==> config.mk <==
export PLATFORM = sky130hd
export DESIGN_NAME = elastic_exe_stage
export DESIGN_NICKNAME = d
export VERILOG_FILES = /design/src/rtl/elastic_exe_stage.sv
export SDC_FILE = /design/constraint.sdc
export NUM_CORES = 1
export LEC_CHECK = 0
export BUFFER_PORTS_ARGS = -buffer_cell sky130_fd_sc_hd__clkbuf_2
export CORE_MARGIN = 2
export CORE_UTILIZATION = 35
export DETAILED_ROUTE_END_ITERATION = 10
export HOLD_SLACK_MARGIN = 0.05
export PLACE_DENSITY_LB_ADDON = 0.2
export SYNTH_ARGS = -nofsm -noshare
export SYNTH_HDL_FRONTEND = slang
export SYNTH_SLANG_ARGS = --single-unit
export TNS_END_PERCENT = 1
==> constraint.sdc <==
create_clock -name clk -period 2.2 [get_ports clk]
set_input_delay 0.22 -clock clk [delete_from_list [all_inputs] [get_ports clk]]
set_output_delay 0.22 -clock clk [all_outputs]
set_load 0.03 [all_outputs]
==> src/rtl/elastic_exe_stage.sv <==
// elastic_exe_stage: N-deep elastic buffer between two pipeline stages.
// Carries DATA_W-bit packets over a send/ack handshake, duplicates copy packets
// (two output beats) and deletes terminated packets inside the stage.
// Optional feature macro: XSTG_BYPASS_EN enables a zero-latency pass-through
// when the buffer is empty and the downstream stage accepts in the same cycle.
module elastic_exe_stage #(
    parameter int DATA_W = 32,
    parameter int DEPTH  = 4,
    parameter int CNT_W  = $clog2(DEPTH + 1)
) (
    input  logic              clk,
    input  logic              rst,
    input  logic              lopen,
    input  logic              send_i,
    output logic              ack_o,
    input  logic [DATA_W-1:0] data_i,
    input  logic              cp_i,
    input  logic              term_i,
    output logic              send_o,
    input  logic              ack_i,
    output logic [DATA_W-1:0] data_o,
    output logic              cppkt_o,
    output logic              term_o,
    output logic [CNT_W-1:0]  count_o
);

    localparam int PTR_W = $clog2(DEPTH);
    localparam logic [CNT_W-1:0] FullCnt = CNT_W'(DEPTH);

    // Entry layout: {payload, copy flag}
    logic [DATA_W:0]    r_mem [DEPTH];
    logic [PTR_W-1:0]   r_wptr;
    logic [PTR_W-1:0]   r_rptr;
    logic [CNT_W-1:0]   r_count;
    logic               r_phase;   // 1 = first beat of a copy packet already delivered
    logic               r_term;

    logic               w_full;
    logic               w_empty;
    logic               w_ack;
    logic [DATA_W:0]    w_head;
    logic               w_head_cp;
    logic [DATA_W-1:0]  w_head_data;
    logic               w_bypass;
    logic               w_xfer;
    logic               w_pop;
    logic               w_push;

    assign w_full      = (r_count == FullCnt);
    assign w_empty     = (r_count == '0);
    // rst gates ack so it reads 0 while reset is held; full refuses even on a pop
    assign w_ack       = rst & lopen & ~w_full;
    assign w_head      = r_mem[r_rptr];
    assign w_head_cp   = w_head[0];
    assign w_head_data = w_head[DATA_W:1];

`ifdef XSTG_BYPASS_EN
    assign w_bypass = w_empty & send_i & w_ack & ~term_i & ~cp_i & ack_i;
`else
    assign w_bypass = 1'b0;
`endif

    assign w_xfer = ~w_empty & ack_i;
    // A copy head stays put on its first transfer and pops on the second
    assign w_pop  = w_xfer & (~w_head_cp | r_phase);
    assign w_push = send_i & w_ack & ~term_i & ~w_bypass;

    // Output decode: head entry when buffered, bypassed input otherwise, else zero
    always_comb begin
        ack_o   = w_ack;
        send_o  = ~w_empty | w_bypass;
        cppkt_o = ~w_empty & r_phase;
        term_o  = r_term;
        count_o = r_count;
        data_o  = '0;
        if (!w_empty) begin
            data_o = w_head_data;
        end else if (w_bypass) begin
            data_o = data_i;
        end
    end

    // Payload storage; contents need no reset since count gates every read
    always_ff @(posedge clk) begin
        if (w_push) begin
            r_mem[r_wptr] <= {data_i, cp_i};
        end
    end

    // Pointers, occupancy, copy phase and terminate pulse
    always_ff @(posedge clk or negedge rst) begin
        if (!rst) begin
            r_wptr  <= '0;
            r_rptr  <= '0;
            r_count <= '0;
            r_phase <= 1'b0;
            r_term  <= 1'b0;
        end else begin
            r_term <= send_i & w_ack & term_i;
            if (w_push) begin
                r_wptr <= r_wptr + 1'b1;
            end
            if (w_pop) begin
                r_rptr <= r_rptr + 1'b1;
            end
            if (w_xfer && w_head_cp) begin
                r_phase <= ~r_phase;
            end
            case ({w_push, w_pop})
                2'b10:   r_count <= r_count + CNT_W'(1);
                2'b01:   r_count <= r_count - CNT_W'(1);
                default: r_count <= r_count;
            endcase
        end
    end

endmodule

== After elaboration in Yosys (flattened, before gate mapping) ==
Memory sizes are Yosys's and may differ from the RTL's.
Cells that the tools add are included.
Storage, ports and cells
  flip-flop bits (word level): 9
  bits in writable memories: 132
  input bits: 39
  word-level logic and storage cells: 34
  memories kept: 1
Operators by class
  add/subtract/negate cells: 4
  eq/ne operators: 3
  multiplexer cells: 4
  bitwise operators: 14
  reduce and logical (&&, ||, !) cells: 3
Memories
  r_mem: depth 4, width 33, rd ports 1, clocked after memory_dff 0, write ports 1, line 31  | logic [DATA_W:0] r_mem [DEPTH];
Operator list (number)
  32-bit 2-to-1 mux: 1
  1-bit AND: 8
  3-bit one-hot mux with 2 select lines: 1
  1-bit NOT: 5
  2-bit by 1-bit adder with 2-bit output (second input constant): 2
  3-bit by 1-bit adder with 3-bit output (second input constant): 1
  3-bit == test (second input constant): 1
  3-bit zero test: 1
  3-bit by 1-bit subtractor with 3-bit output (second input constant): 1
  2-bit by 1-bit == test with 1-bit output (second input constant): 1
  2-bit == test (second input constant): 1
  1-bit 2-to-1 mux: 2
  2-bit nonzero test: 1
  1-bit logical AND: 1
  1-bit bitwise OR: 1

== Longest topological paths before layout ==
  depth in word-level cells: 7
  gate-level depth with buffers: 10

== Least setup slack after synthesis ==
OpenSTA, ideal clock, no wires.
  path type: register -> register
  start: reg r_count[2] (netlist: count_o[2])
  end: reg r_count[2] (netlist: count_o[2])
  setup time: 0.081 ns
  arrival time: 2.366 ns
  required time: 2.119 ns
  path slack: -0.247 ns
  cell stages (with the launch flop): 11
  cells stage by stage: dfrtp_1 -> or3_1 -> clkbuf_1 -> nand2_1 -> a21oi_1 -> ha_1 -> inv_1 -> fa_1 -> xor2_1 -> nor2_1 -> xor2_1
Between the ends
  elaborated cells between the ends (all ways): 15
RTL lines
  from (decl): line 34  | logic [CNT_W-1:0] r_count;
  from (signal assigned): line 110  | 2'b10: r_count <= r_count + CNT_W'(1);
  from (signal assigned): line 111  | 2'b01: r_count <= r_count - CNT_W'(1);
  from (signal assigned): line 112  | default: r_count <= r_count;
  3-bit zero test (*): line 50  | assign w_empty = (r_count == '0);
  1-bit NOT (*)
  via send_o: line 19  | output logic send_o,
  1-bit AND (*): line 63  | assign w_xfer = ~w_empty & ack_i;
  1-bit AND (*): line 65  | assign w_pop = w_xfer & (~w_head_cp | r_phase);
  via w_pop: line 46  | logic w_pop;
  2-bit by 1-bit == test with 1-bit output or 2-bit == test (tied branches): line 109  | case ({w_push, w_pop})
  3-bit one-hot mux with 2 select lines or 2-bit nonzero test (tied branches)
Mark *: on every way through the listed nets, which the timed path passes. The rest lies on a longest branch.
A chain may end at the register's enable or synchronous reset.

== Worst setup path in the final report ==
  start: reg r_rptr[0]
  end: reg r_count[2] (netlist: count_o[2])
Between the ends
  longest elaborated chain between the ends: 6
  elaborated cells between the ends (all ways): 8
Ends and longest elaborated chain
  from (decl): line 33  | logic [PTR_W-1:0] r_rptr;
  from (signal assigned): line 104  | r_rptr <= r_rptr + 1'b1;
  memory 4 x 33 bit (*)
  1-bit NOT (*): line 65
  1-bit bitwise OR (*): line 65
  1-bit AND (*): line 65
  via w_pop: line 46
  2-bit by 1-bit == test with 1-bit output or 2-bit == test (tied branches): line 109
  3-bit one-hot mux with 2 select lines or 2-bit nonzero test (tied branches)
Marked as above.

==> metrics <==
status=complete, but fails checks; failing checks=negative setup slack; Seq cells post-synth=141; clk buf depth=2; post-route ant nets=0; min cycle time layout=2220 ps; area leader, netlist=edfxtp_1; CTS tree=yes; synthesis-to-layout area growth=39.3%; Mapped Area=5560 sq um; Hold WC Path Type=in2reg; number of global-route vias before repair=3067; first-pass GRT wire length=16900 um; total congestion overflow=0; Post-Syn Instances=260; Vias/cell=4.61; RSZ-0062 raised after global routing=yes; # port buffers=77; Slew headroom=73.0%; CP max FO=4; WL final=10800 um; asr flop ratio synth=6.38%; Syn Area/Cell=21.4 sq um; CP Launch Point=r_rptr[0]; WP data arrival=2560 ps; Max Cap Viol=0; met2 global-route usage=22.5%; total die area=16900 sq um; largest net degree at the start of global routing=38; GP Congestion=0.640; ratio of cells with drive above 1 in the final layout=48.8%; worst slew pin tran=405 ps; Synthesized Nets=305; FMAX=451 MHz; Fin. Hold Viols=0; DR pass1 iterations=5; CTS clock-pin slew for the worst setup and hold paths=60 ps; Post-synth EDFFs=132; H-Tree Depth=4; most instantiated cells after synthesis=edfxtp_1 (132), and2_1 (37), mux4_2 (33); GR Util All Layers=14.0%; Critical Path End=count_o[2]; Final nets=442; top cells by area, synth=edfxtp_1 (71%), mux4_2 (13%), and2_1 (4.2%); Final Util=49.3%; endpoint class of the critical path=flop; Ant. Diodes=0; Reg-to-Reg End=count_o[2]; DRC=0; met1 global-route usage=18.0%; Core Box Area=15700 sq um; PD cells=1380 nW/um^2; Synth top area share=71.3%; Final setup viols=4; Worst Path Class, Setup=reg2reg; CTS root buf=clkbuf_16; Final Worst Setup Slack=-19.6 ps; Site Rows=46; Initial Utilization=35.4%; Final Max Slew Viols=0; initial DRC count=145; count leader, synth=edfxtp_1; Leak=0.00282 uW; CTS Buf Count=17; reg2reg path depth=8; non-filler instance count after layout=626; Detailed Place HPWL=6290 um; via count=2883; Req. time, crit path=2540 ps; Worst VDD drop=530 uV; worst hold slack=112 ps; Clock Latency Late Sink=410 ps; r2r setup slk=-20 ps; met3 Usage GRT=4.06%; Seq/Total Area, Yosys=75.3%; die height=130 um; Most Crowded Layer GR=met2; reg2reg start=r_rptr[0]; I/O pin count=78; DP Cell Count=555; unique cell type count in the Yosys netlist=25; Post-Route Skew=5.81 ps; WL/cell=17.3 um; chip width=130 um; synth warn=0; clock sink total=141; antenna violations before repair=0; startpoint class of the critical path=flop; Final Cycle Share=101%; Most used DFF post-synth=edfxtp_1
power breakdown:
group	switching, uW	internal (uW)	total (uW)	leakage [uW]
Clock	1040	1880	2910	0.000290
Combinational	2120	2430	4550	0.00124
Sequential	133	3090	3230	0.00129
Total	3290	7390	10700	0.00282
layout by cell type, fill, tap and decap left out, drive strengths merged, types with 2 or more instances in the layout:
cell type    synthesis  layout
dfrtp                9       9
xnor2                4       4
nand2                2       2
clkinvlp             0       2
xor2                 2       2
clkbuf               3      63
mux4                33      33
inv                  8       9
bufinv               0       4
ha                   5       5
clkinv               0       7
buf                  9      50
mux2i                3       3
edfxtp             132     132
nor2                 2       2
dlygate4sd3          0      35
and2                37      37
a21oi                2       2
area by class of cell:
type,count,area [sq um]
repair buffers,130,1300
clock buffers,18,429
fillers,1331,7970
flip-flops and latches,141,4190
inverters,8,30.0
clock inverters,14,174
multi-input cells,99,1350
well taps,216,270
kinds of logic (layout without fill, tap and decap cells):
family                   Yosys count  count (layout)  synth area share (%)
AO/OA/AOI/OAI                      6               6                  1.26
AND/OR/NAND/NOR                   44              44                  4.79
flip-flops                       141             141                  75.3
adder cells (fa/ha/maj)            6               6                  1.49
XOR/XNOR                           6               6                 0.945
multiplexers                      37              37                  14.2
buffers and inverters             20             170                  2.00
metrics by stage:
step                      setup TNS, ps  instance area (sq um)  power (uW)  setup WS [ps]
after floorplan                  -24350                   5560        5650           -245
after global placement                0                   6310        6460           48.9
after detailed placement              0                   6310        6470           3.01
after CTS                          -723                   7680       10500          -66.8
after global routing              -1360                   7740       11200           -112
final                             -35.1                   7740       10700          -19.6
flip-flops by register name, indices dropped and copies added (netlist names):
name / flops
term_o: 1
r_mem: 132
count_o: 3
r_phase: 1
r_wptr: 2
r_rptr: 2
worst min path at each step:
| stage | slack [ps] | cells past startpoint | end | startpoint |
|---|---|---|---|---|
| global route | 110 | 2 | term_o | term_i |
| finish | 110 | 2 | term_o | term_i |
| global placement | 160 | 2 | term_o | rst |
| floorplan | -80 | 0 | count_o[0] | rst |
| detailed placement | 160 | 2 | term_o | rst |
| CTS | 90 | 2 | term_o | term_i |
metal layers:
metal	part of all wire [%]	vias to the layer above
met2	51	61
met5	0	-
met3	3.1	12
met4	1.4	0
met1	45	1502
li1	-	1308
timing repair:
| item | 4_1_cts | 5_1_grt |
|---|---|---|
| gates resized for setup | 92 | 44 |
| endpoints found under the hold margin | 142 | 0 |
| gates cloned | 2 | 0 |
| setup buffers | 2 | 0 |
| endpoints found under the setup margin | 34 | 34 |
| pin swaps | 3 | 1 |
| hold buffers | 35 | 0 |
critical path, stage by stage, from the launching register on:
cell     delay [ps]
dfrtp_2         490
mux4_2          560
a21oi_2         140
ha_2            190
inv_2            40
fa_2            330
xor2_1          150
nor2_1          120
xor2_1          150
(Power assumes the default switching activity.)
